--- config.mk ---
export PLATFORM = sky130hd
export DESIGN_NAME = pc_fetch_unit_flat
export DESIGN_NICKNAME = d
export VERILOG_FILES = /design/src/rtl/pc_fetch_unit_if.sv /design/src/rtl/pc_fetch_unit.sv /design/src/flat_wrapper.sv
export SDC_FILE = /design/constraint.sdc
export NUM_CORES = 1
export LEC_CHECK = 0
export BUFFER_PORTS_ARGS = -buffer_cell sky130_fd_sc_hd__buf_2
export CAP_MARGIN = 10
export CORE_MARGIN = 4
export CORE_UTILIZATION = 35
export DETAILED_ROUTE_END_ITERATION = 16
export GPL_ROUTABILITY_DRIVEN = 0
export GPL_TIMING_DRIVEN = 0
export PLACE_DENSITY = 0.68
export SETUP_SLACK_MARGIN = 0.15
export SYNTH_ARGS = -nofsm -noshare
export SYNTH_HDL_FRONTEND = slang
export SYNTH_SLANG_ARGS = --single-unit
export TNS_END_PERCENT = 10
--- constraint.sdc ---
create_clock -name clk -period 1.4 [get_ports clk]
set_input_delay 0.28 -clock clk [delete_from_list [all_inputs] [get_ports clk]]
set_output_delay 0.28 -clock clk [all_outputs]
set_load 0.02 [all_outputs]
--- src/rtl/pc_fetch_unit_if.sv ---
// Instruction-memory read port of the PC/IR fetch stage: single outstanding
// req/ack read, address held stable while the request is up.
interface pc_fetch_unit_if #(
    parameter int PC_W    = 8,
    parameter int INSTR_W = 8
);
    logic               imem_req;
    logic [PC_W-1:0]    imem_addr;
    logic [INSTR_W-1:0] imem_rdata;
    logic               imem_ack;

    modport master (output imem_req, imem_addr, input imem_rdata, imem_ack);
    modport slave  (input imem_req, imem_addr, output imem_rdata, imem_ack);
endinterface

--- src/rtl/pc_fetch_unit.sv ---
// PC / instruction-register stage feeding the controller FSM.
// Optional macro PC_BREAKPOINT_EN adds a PC breakpoint that blocks fetches.
//
// state  | meaning
// S_IDLE | no fetch outstanding, IR holds last word
// S_WAIT | imem_req up, waiting for imem_ack or timeout
module pc_fetch_unit #(
    parameter int PC_W        = 8,
    parameter int INSTR_W     = 8,
    parameter int DATA_W      = 8,
    parameter int ACK_TIMEOUT = 15
) (
    input  logic              clk,
    input  logic              clb,
    input  logic              incPC,
    input  logic              loadPC,
    input  logic              selPC,
    input  logic              loadIR,
    input  logic [DATA_W-1:0] reg_data,
    pc_fetch_unit_if.master   imem,
    output logic [3:0]        opcode,
    output logic [3:0]        operand,
    output logic [PC_W-1:0]   pc,
    output logic              fetch_busy,
    output logic              fetch_err
`ifdef PC_BREAKPOINT_EN
    ,
    input  logic [PC_W-1:0]   bp_addr,
    input  logic              bp_en,
    output logic              bp_hit
`endif
);
    typedef enum logic {S_IDLE, S_WAIT} state_t;

    localparam int TW = (ACK_TIMEOUT > 1) ? $clog2(ACK_TIMEOUT) : 1;
    localparam logic [TW-1:0] TO_LAST = TW'((ACK_TIMEOUT > 0) ? ACK_TIMEOUT - 1 : 0);

    state_t             state_q, state_d;
    logic [PC_W-1:0]    pc_q, pc_d;
    logic [PC_W-1:0]    addr_q, addr_d;
    logic [INSTR_W-1:0] ir_q, ir_d;
    logic [TW-1:0]      cnt_q, cnt_d;
    logic               err_q, err_d;
    logic               fetch_go;
    logic               hold;

`ifdef PC_BREAKPOINT_EN
    logic hold_q, hold_d;
    logic hit_q, hit_d;

    // A breakpoint hit swallows the loadIR and parks the stage until bp_en drops.
    always_comb begin
        hold_d   = hold_q;
        hit_d    = hit_q;
        fetch_go = 1'b0;
        if (state_q == S_IDLE) begin
            if (hold_q) begin
                if (!bp_en) hold_d = 1'b0;
            end else if (loadIR) begin
                if (bp_en && (pc_q == bp_addr)) begin
                    hold_d = 1'b1;
                    hit_d  = 1'b1;
                end else begin
                    fetch_go = 1'b1;
                end
            end
        end
    end

    always_ff @(posedge clk or negedge clb) begin
        if (!clb) begin
            hold_q <= 1'b0;
            hit_q  <= 1'b0;
        end else begin
            hold_q <= hold_d;
            hit_q  <= hit_d;
        end
    end

    assign hold   = hold_q;
    assign bp_hit = hit_q;
`else
    assign fetch_go = loadIR && (state_q == S_IDLE);
    assign hold     = 1'b0;
`endif

    always_comb begin
        state_d = state_q;
        addr_d  = addr_q;
        ir_d    = ir_q;
        cnt_d   = cnt_q;
        err_d   = err_q;
        case (state_q)
            S_IDLE: begin
                if (fetch_go) begin
                    state_d = S_WAIT;
                    addr_d  = pc_q;
                    cnt_d   = '0;
                end
            end
            S_WAIT: begin
                // ack on the expiry edge still wins
                if (imem.imem_ack) begin
                    ir_d    = imem.imem_rdata;
                    state_d = S_IDLE;
                end else if ((ACK_TIMEOUT > 0) && (cnt_q == TO_LAST)) begin
                    ir_d    = '0;
                    err_d   = 1'b1;
                    state_d = S_IDLE;
                end else if (ACK_TIMEOUT > 0) begin
                    cnt_d = cnt_q + 1'b1;
                end
            end
        endcase
    end

    always_comb begin
        pc_d = pc_q;
        if (loadPC) pc_d = selPC ? PC_W'(reg_data) : PC_W'(ir_q[3:0]);
        else if (incPC) pc_d = pc_q + 1'b1;
    end

    always_ff @(posedge clk or negedge clb) begin
        if (!clb) begin
            state_q <= S_IDLE;
            pc_q    <= '0;
            addr_q  <= '0;
            ir_q    <= '0;
            cnt_q   <= '0;
            err_q   <= 1'b0;
        end else begin
            state_q <= state_d;
            pc_q    <= pc_d;
            addr_q  <= addr_d;
            ir_q    <= ir_d;
            cnt_q   <= cnt_d;
            err_q   <= err_d;
        end
    end

    assign imem.imem_req  = (state_q == S_WAIT);
    assign imem.imem_addr = addr_q;
    assign opcode         = ir_q[INSTR_W-1 -: 4];
    assign operand        = ir_q[3:0];
    assign pc             = pc_q;
    assign fetch_busy     = (state_q == S_WAIT) || hold;
    assign fetch_err      = err_q;
endmodule

--- src/flat_wrapper.sv ---
// flat-port wrapper written by rule: the top's interface ports become plain ports
module pc_fetch_unit_flat 
#(
    parameter int PC_W        = 8,
    parameter int INSTR_W     = 8,
    parameter int DATA_W      = 8,
    parameter int ACK_TIMEOUT = 15
)
  (clk, clb, incPC, loadPC, selPC, loadIR, reg_data, opcode, operand, pc, fetch_busy, fetch_err, imem_imem_req, imem_imem_addr, imem_imem_rdata, imem_imem_ack);
  pc_fetch_unit_if #(.PC_W(PC_W), .INSTR_W(INSTR_W)) imem_i ();
  input  logic clk;
  input  logic clb;
  input  logic incPC;
  input  logic loadPC;
  input  logic selPC;
  input  logic loadIR;
  input  logic [DATA_W-1:0] reg_data;
  output logic [3:0] opcode;
  output logic [3:0] operand;
  output logic [PC_W-1:0] pc;
  output logic fetch_busy;
  output logic fetch_err;
  output wire logic [$bits(imem_i.imem_req)-1:0] imem_imem_req;
  output wire logic [$bits(imem_i.imem_addr)-1:0] imem_imem_addr;
  input wire logic [$bits(imem_i.imem_rdata)-1:0] imem_imem_rdata;
  input wire logic [$bits(imem_i.imem_ack)-1:0] imem_imem_ack;
  assign imem_imem_req = imem_i.imem_req;
  assign imem_imem_addr = imem_i.imem_addr;
  assign imem_i.imem_rdata = imem_imem_rdata;
  assign imem_i.imem_ack = imem_imem_ack;
  pc_fetch_unit #(.PC_W(PC_W), .INSTR_W(INSTR_W), .DATA_W(DATA_W), .ACK_TIMEOUT(ACK_TIMEOUT)) u_core (.clk(clk), .clb(clb), .incPC(incPC), .loadPC(loadPC), .selPC(selPC), .loadIR(loadIR), .reg_data(reg_data), .imem(imem_i), .opcode(opcode), .operand(operand), .pc(pc), .fetch_busy(fetch_busy), .fetch_err(fetch_err));
endmodule
# After elaboration in Yosys (flattened, before gate mapping)
# Index checks and enable logic that the tools add are counted.
[op_classes] n_mux=13 eq_ne=4 bitwise=2 n_addsub=2 reduce_logical=7
[op_table] cell="$mux 8" count=5
[op_table] cell="$mux 4" count=3
[op_table] cell="$add 8x1->8 const B" count=1
[op_table] cell="$pmux 4 s2" count=1
[op_table] cell="$reduce_and 3->1" count=2
[op_table] cell="$add 4x1->4 const B" count=1
[op_table] cell="$eq 4x4->1 const B" count=1
[op_table] cell="$ne 2x2->1 const B" count=2
[op_table] cell="$reduce_and 2->1" count=2
[op_table] cell="$reduce_bool 2->1" count=2
[op_table] cell="$mux 1" count=3
[op_table] cell="$ne 2x1->1 const B" count=1
[op_table] cell="$not 1->1" count=2
[op_table] cell="$pmux 1 s2" count=1
[op_table] cell="$logic_and 1x1->1" count=1
[word_totals] ff_bits=30 wordCells=34

# Logic depth before layout (Yosys ltp)
# Gate-level depths: netlist (run 1).
[logic_depth] ltp_word=4 ltp_mapped=6

# Worst setup path after synthesis (run 1)
# OpenSTA, ideal clock, no wires.
[synth_path] path_kind="flip-flop to flip-flop" from="reg u_core.cnt_q[0]" to="reg u_core.cnt_q[3]" stages_incl_launch_ff=7 period_less_slack_ps=1446 arrival_ps=1307 required_time_ps=1261 n_path_buf=1 setup_slack_ps=-46 cell_sequence="dfrtp_1 inv_1 ha_1 and3_1 clkbuf_1 o311ai_0 o31ai_1"
[synth_via] elab_chain_len=4 word_cells_on_any_way=7 cone_classes="add/sub: 1; eq/ne: 2; mux: 3; reduce/logical: 1"
[synth_rtl] item="start, declared" line_no="pc_fetch_unit.sv:42" source="logic [TW-1:0] cnt_q, cnt_d;"
[synth_rtl] item="start signal, assigned" line_no="pc_fetch_unit.sv:136" source="cnt_q <= cnt_d;"
[synth_rtl] item="$add 4x1->4" line_no="pc_fetch_unit.sv:111" source="cnt_d = cnt_q + 1'b1;"
[synth_rtl] item="$mux 4" line_no="pc_fetch_unit.sv:106" source="end else if ((ACK_TIMEOUT > 0) && (cnt_q == TO_LAST)) begin"
[synth_rtl] item="$mux 4" line_no="pc_fetch_unit.sv:103" source="if (imem.imem_ack) begin"
[synth_rtl] item="$pmux 4 s2" line_no="pc_fetch_unit.sv:93" source="case (state_q)"
# Parallel ways exist; a longest one is shown, timed or not. The select of a mux whose other input is x is not followed.
# A chain may end at the register's enable or synchronous reset.

# Final worst setup path (run 1)
[layout_path] from="reg u_core.cnt_q[1]" to="reg u_core.ir_q[5]"
[layout_via] elab_chain_len=3
[layout_rtl] item="$eq 4x4->1" line_no="pc_fetch_unit.sv:106"
[layout_rtl] item="$reduce_bool 2->1 (no line)"
[layout_rtl] item="$reduce_and 2->1 (no line)"
[layout_rtl] item="end signal, assigned" line_no="pc_fetch_unit.sv:135" source="ir_q <= ir_d;"
[layout_rtl] item="end, declared" line_no="pc_fetch_unit.sv:41" source="logic [INSTR_W-1:0] ir_q, ir_d;"
# Every way passes these cells.

==> results.toml, run 1 <==
[timing]
hold_viol_final = 0
fmax_mhz = 723
worstMarginPinSlew_ns = 0.671
fin_setup_tns_ns = 0
slew_violations = 0
layout_min_cycle_time_ns = 1.38
rsz0062_at_grt = "true"
final.setup_skew_ns = 0.00336
setup_viol = 0
post-route-period-util = 0.988
max_slew_margin = 0.553

[yosys]
synth_top_family_by_area = "simple AND/OR/NAND/NOR gates"
yosysSeqAreaShare = 0.541
ys_types = 31
yosys.area_share.simple = 0.142
synthCells = 121
synth-xor-area-share = 0.0252
yosys_warnings = 0
syn_area_per_cell_um2 = 11.5
syn-num-nets = 147
netlist_area_um2 = 1390
ys_ff_latch = 30
yosys.area_share.adder = 0.0271
synth-compound-area-share = 0.132
synthMuxAreaShare = 0.103

[setup_path]
crit_required_ns = 1.61
end_kind = "flop"
crit_type = "reg2reg"
cp.arrival_ns = 1.60
critPathMaxStageDelay_ns = 0.43
critPathSlowestCell = "dfrtp_1"
cp_cell_sequence = "ha_4 -> and3_4 -> buf_8 -> o21ai_4 -> a22o_1"
crit_fanout = 8
rr_worst_depth = 5
start_kind = "flop"

[floorplan]
start_util = 0.371
rows = 22
core_area_um2 = 3740
dieArea_um2 = 5040
die_h_um = 71.0
dieWidth_um = 71.0
io_pins = 50

[clocking]
numCtsBuffers = 5
htreeDepth = 2
cts.sinks = 30
clockRootBuffer = "clkbuf_8"
clk_pin_slew_ns = 0.06
clock_latency_ns = 0.28
cts_tree = "done"
ctsLongestPathBuffers = 2

[layout]
drive_above_1_share = 0.552
stdcell_count = 229
nNetsFinal = 206
area_growth_syn_to_layout_pct = 44.8
n_antenna_cell = 0

[routing]
drt_iter0_drc = 86
wl_um = 3600
num_vias = 1182
drc = 0
wire_per_inst_um = 15.7
ant_nets = 0
first_pass_iters = 4
via_per_inst = 5.16

[place]
numPortBuffers = 47
dp.cells = 216
hpwl_um = 2470

[global_routing]
grt-ovfl-total = 0
grt_pass1_vias = 1195
grt_pass1_wl_um = 5660
grt_start_max_net_pins = 31
grtUsageTotal = 0.144
antenna_found_initial = 0

[power]
power_density_nw_per_um2 = 1430
seqPwrFrac = 0.430
p_sw_frac = 0.342
p_leak_uw = 0.000979
ir_drop_uv = 594
clkPwrFrac = 0.246
intPower_uw = 1900
switching_power_uw = 985
p_comb_frac = 0.324

[status]
status = "completed"

[job]
drv_cap = 0

[min_path]
hold_class = "in2async"
-- cell usage after synthesis --
library cell / instances / area share
o31ai_1: 1 / 0.0054
nand2b_1: 2 / 0.0090
o311a_1: 1 / 0.0072
dfrtp_1: 30 / 0.54
buf_4: 1 / 0.0054
xor2_1: 4 / 0.025
o311ai_0: 1 / 0.0063
or4_1: 3 / 0.016
nand4_2: 1 / 0.0090
buf_1: 2 / 0.0054
nor3_1: 1 / 0.0036
and3_1: 2 / 0.0090
ha_1: 3 / 0.027
nand4_1: 2 / 0.0090
mux2i_1: 3 / 0.022
nand3_1: 11 / 0.040
o211ai_1: 1 / 0.0054
a211oi_1: 1 / 0.0054
a22o_1: 8 / 0.050
inv_1: 1 / 0.0027
a21oi_1: 3 / 0.011
nand2_1: 7 / 0.019
a21o_1: 1 / 0.0054
mux2_2: 10 / 0.081
nor2_1: 2 / 0.0054
o21ai_2: 1 / 0.0063
o21ai_0: 8 / 0.029
buf_2: 3 / 0.011
nor2b_1: 4 / 0.018
and2_1: 1 / 0.0045
clkbuf_1: 2 / 0.0054
-- worst max-delay path, delay by kind of cell (launching register included) --
kind            cells  cell delay [ns]
flops               1             0.43
compound gates      2             0.42
fa+ha+maj           1             0.18
simple gates        1             0.16
buf+inv             1             0.13
-- path summary, 6_finish.rpt --
check	slack (ns)	startpoint	end
setup / recovery	0.02	u_core.cnt_q[1]	u_core.ir_q[5]
hold / removal	0.03	clb	u_core.imem.imem_addr[4]
setup reg to reg	0.02	u_core.cnt_q[1]	u_core.ir_q[5]
hold reg to reg	0.45	u_core.fetch_err	u_core.fetch_err
max in group asynchronous	0.89	clb	u_core.pc[5]
min in group clk	0.22	imem_imem_rdata[2]	u_core.ir_q[2]
-- layout make-up --
class,count,area (um2)
Fill cell,354,1730
Sequential cell,30,762
Multi-Input combinational cell,82,733
Timing Repair Buffer,52,285
Clock buffer,7,86.3
Buffer,8,73.8
Tap cell,48,60.1
Clock inverter,1,5.00
Inverter,1,3.75
-- repair_timing --
item / in CTS / in global routing
endpoints found under the setup margin: 21 / 24
pin swaps: 4 / 13
setup buffers: 1 / 4
hold buffers: 0 / 0
resized for setup: 18 / 16
-- power groups by stage --
stage	combinational [uW]	sequential (uW)	clock (uW)
after floorplan	308	1400	0
after global placement	764	1230	0
after detailed placement	782	1240	0
after CTS	842	1230	737
after global routing	1010	1270	776
final	933	1240	710
-- registers in the layout, summed over array words and instances, names as in the netlist --
register and cells:
u_core.imem.imem_addr 8, u_core.fetch_err 1, u_core.fetch_busy 1, u_core.cnt_q 4, u_core.pc 8, u_core.ir_q 8
-- metal layers --
layer | track usage | up-vias | routed length [um]
li1 | - | 563 | -
met1 | 0.184 | 548 | 1530
met2 | 0.221 | 59 | 1720
met3 | 0.0455 | 12 | 270
met4 | 0.0689 | 0 | 78
met5 | 0 | - | 0
-- cells by family (layout without fill, tap and decap cells) --
logic type | after synthesis | in the layout
XOR/XNOR | 4 | 4
AND/OR/NAND/NOR | 36 | 36
flip-flops | 30 | 30
adder cells (fa/ha/maj) | 3 | 3
buffers and inverters | 9 | 69
multiplexers | 13 | 13
AO/OA/AOI/OAI | 26 | 26
-- through the flow --
stage	setup slack (ns)	area (um2)	hold WS [ns]	power, uW	utilization
after floorplan	0.0990	1450	-0.0156	1710	-
after global placement	0.0286	1750	0.335	1990	0.466
after detailed placement	-0.0232	1750	0.357	2020	0.466
after CTS	-0.00206	1920	0.0478	2810	0.512
after global routing	-0.0438	2010	0.0824	3050	0.537
final	0.0174	2010	0.0338	2880	0.537
-- layout by cell type (no fill, tap or decap), drive strengths merged --
master / count
a21oi: 3
xor2: 4
clkinv: 1
dfrtp: 30
nand2: 7
nand4: 3
nand2b: 2
o311ai: 1
o31ai: 1
o211ai: 1
mux2i: 3
inv: 1
nor2: 2
clkbuf: 8
buf: 59
or4: 3
o21ai: 9
mux2: 10
ha: 3
nand3: 11
nor2b: 4
and3: 2
and2: 1
a22o: 8
a21o: 1
a211oi: 1
nor3: 1
o311a: 1
No activity file was read; power rests on OpenSTA's default activity.
==> run 2, diff against run 1 <==
- CELL_PAD_IN_SITES_DETAIL_PLACEMENT: not set -> 0
- CELL_PAD_IN_SITES_GLOBAL_PLACEMENT: not set -> 1
- CORE_UTILIZATION: 35 -> 33
- PLACE_DENSITY: 0.68 -> 0.8
==> run 2 against run 1 <==
Fmax is 2.6% higher; final area is 2.7% lower; largest power group unchanged; global-route usage is 0.057 points lower; sequential power hardly changed; wire length is 3.5% lower; clock skew is 0.0026 ns higher; clock power hardly changed; via count is 0.59% lower; critical path type unchanged; flip-flop and latch count stayed put; die area is 5.4% higher; largest cell class unchanged.
==> results.toml, run 2 (synthesized netlist as in run 1, its figures left out) <==
[layout]
nNetsFinal = 204
n_antenna_cell = 0
design_area_um2 = 1960
final_common_cell = "buf_2"
final_cell_mix = "47 x buf_2, 21 x dfrtp_1, 10 x nand3_1, 9 x dfrtp_2, 8 x a22o_1"
n_fill_cell = 387
drive_above_1_share = 0.508
area_growth_syn_to_layout_pct = 40.9

[floorplan]
dieWidth_um = 72.8
core_area_um2 = 4030
io_pins = 50
die_h_um = 72.8
start_util = 0.344
dieArea_um2 = 5310
rows = 23

[power]
p_sw_frac = 0.340
p_comb_frac = 0.314
power_density_nw_per_um2 = 1440
switching_power_uw = 961
clkPwrFrac = 0.253
p_leak_uw = 0.000937
seqPwrFrac = 0.433
ir_drop_uv = 735
intPower_uw = 1860

[clocking]
htreeDepth = 2
ctsLongestPathBuffers = 2
clk_pin_slew_ns = 0.06
cts_tree = "done"
cts.sinks = 30
cts_hold_buffers = 0
clockRootBuffer = "clkbuf_8"
numCtsBuffers = 5
clock_latency_ns = 0.28

[global_routing]
grtUsageTotal = 0.144
grt_start_max_net_pins = 31
antenna_found_initial = 0
grt-ovfl-total = 0
grt_pass1_wl_um = 5860
grt_pass1_vias = 1307

[timing]
setup_viol = 0
rsz0062_at_grt = "true"
layout_min_cycle_time_ns = 1.35
fin_setup_tns_ns = 0
final.setup_skew_ns = 0.00601
max_slew_margin = 0.563
post-route-period-util = 0.962
worstMarginPinSlew_ns = 0.656
fmax_mhz = 742
slew_violations = 0
hold_viol_final = 0

[place]
placed_area_um2 = 1750
numPortBuffers = 47
hpwl_um = 2510

[routing]
num_vias = 1175
drc = 0
wl_um = 3470
via_per_inst = 5.13
first_pass_iters = 4
ant_nets = 0
drt_iter0_drc = 63
wire_per_inst_um = 15.2

[setup_path]
crit_type = "reg2reg"
crit_fanout = 8
end_kind = "flop"
start_kind = "flop"
crit_required_ns = 1.57
cp.arrival_ns = 1.51

[min_path]
hold_class = "in2async"

[job]
drv_cap = 0

[status]
status = "completed"
## run 2: layout make-up
cell class / count / area, um2 / share of cell area
Sequential cell: 30 / 762 / 0.390
Multi-Input combinational cell: 82 / 707 / 0.361
Timing Repair Buffer: 50 / 260 / 0.133
Clock buffer: 8 / 90.1 / 0.0461
Buffer: 8 / 70.1 / 0.0358
Tap cell: 50 / 62.6 / 0.0320
Inverter: 1 / 3.75 / 0.00192
## run 2: power by group through the flow
stage / Clock [uW] / Combinational [uW] / Sequential [uW]
2_1_floorplan: 0 / 308 / 1400
3_3_place_gp: 0 / 767 / 1210
3_5_place_dp: 0 / 782 / 1230
4_1_cts: 732 / 834 / 1210
5_1_grt: 783 / 974 / 1250
6_report: 713 / 887 / 1220
## run 2: critical path: stages, from the launching register on
cell and delay [ns]:
dfrtp_1 0.39, inv_2 0.09, ha_4 0.13, and3_4 0.18, buf_8 0.12, o21ai_4 0.09
a22o_1 0.23
## run 2: path summary, 6_finish.rpt
path,start,end,slack [ns],cells after the start
setup / recovery,u_core.cnt_q[0],u_core.ir_q[0],0.05,6
hold / removal,clb,u_core.pc[7],0.02,1
setup reg to reg,u_core.cnt_q[0],u_core.ir_q[0],0.05,6
hold reg to reg,u_core.fetch_err,u_core.fetch_err,0.46,1
max in group asynchronous,clb,u_core.pc[1],0.90,1
min in group clk,imem_imem_rdata[3],u_core.ir_q[3],0.21,2
## run 2: per-layer routing
| metal | wire length [um] | global-route usage | share of wire | up-vias |
|---|---|---|---|---|
| met5 | 0 | 0 | 0 | - |
| met2 | 1600 | 0.223 | 0.46 | 52 |
| met3 | 301 | 0.0510 | 0.087 | 11 |
| li1 | - | - | - | 556 |
| met4 | 104 | 0.0717 | 0.030 | 0 |
| met1 | 1470 | 0.176 | 0.42 | 556 |
## run 2: stage by stage
step	cells	utilization	total power, uW	setup slack (ns)	hold WS, ns
after global routing	229	0.485	3010	-0.00956	0.0877
after global placement	218	0.434	1980	0.0253	0.343
final	229	0.485	2820	0.0528	0.0231
after detailed placement	218	0.434	2010	-0.0307	0.358
after CTS	229	0.464	2780	0.0208	0.0559
after floorplan	121	-	1710	0.0990	-0.0156
## run 2: what timing repair did
item	in CTS	in global routing
cloned	0	0
pin swaps	0	10
gates resized for setup	2	21
setup endpoints to repair	21	24
setup buffers	3	0
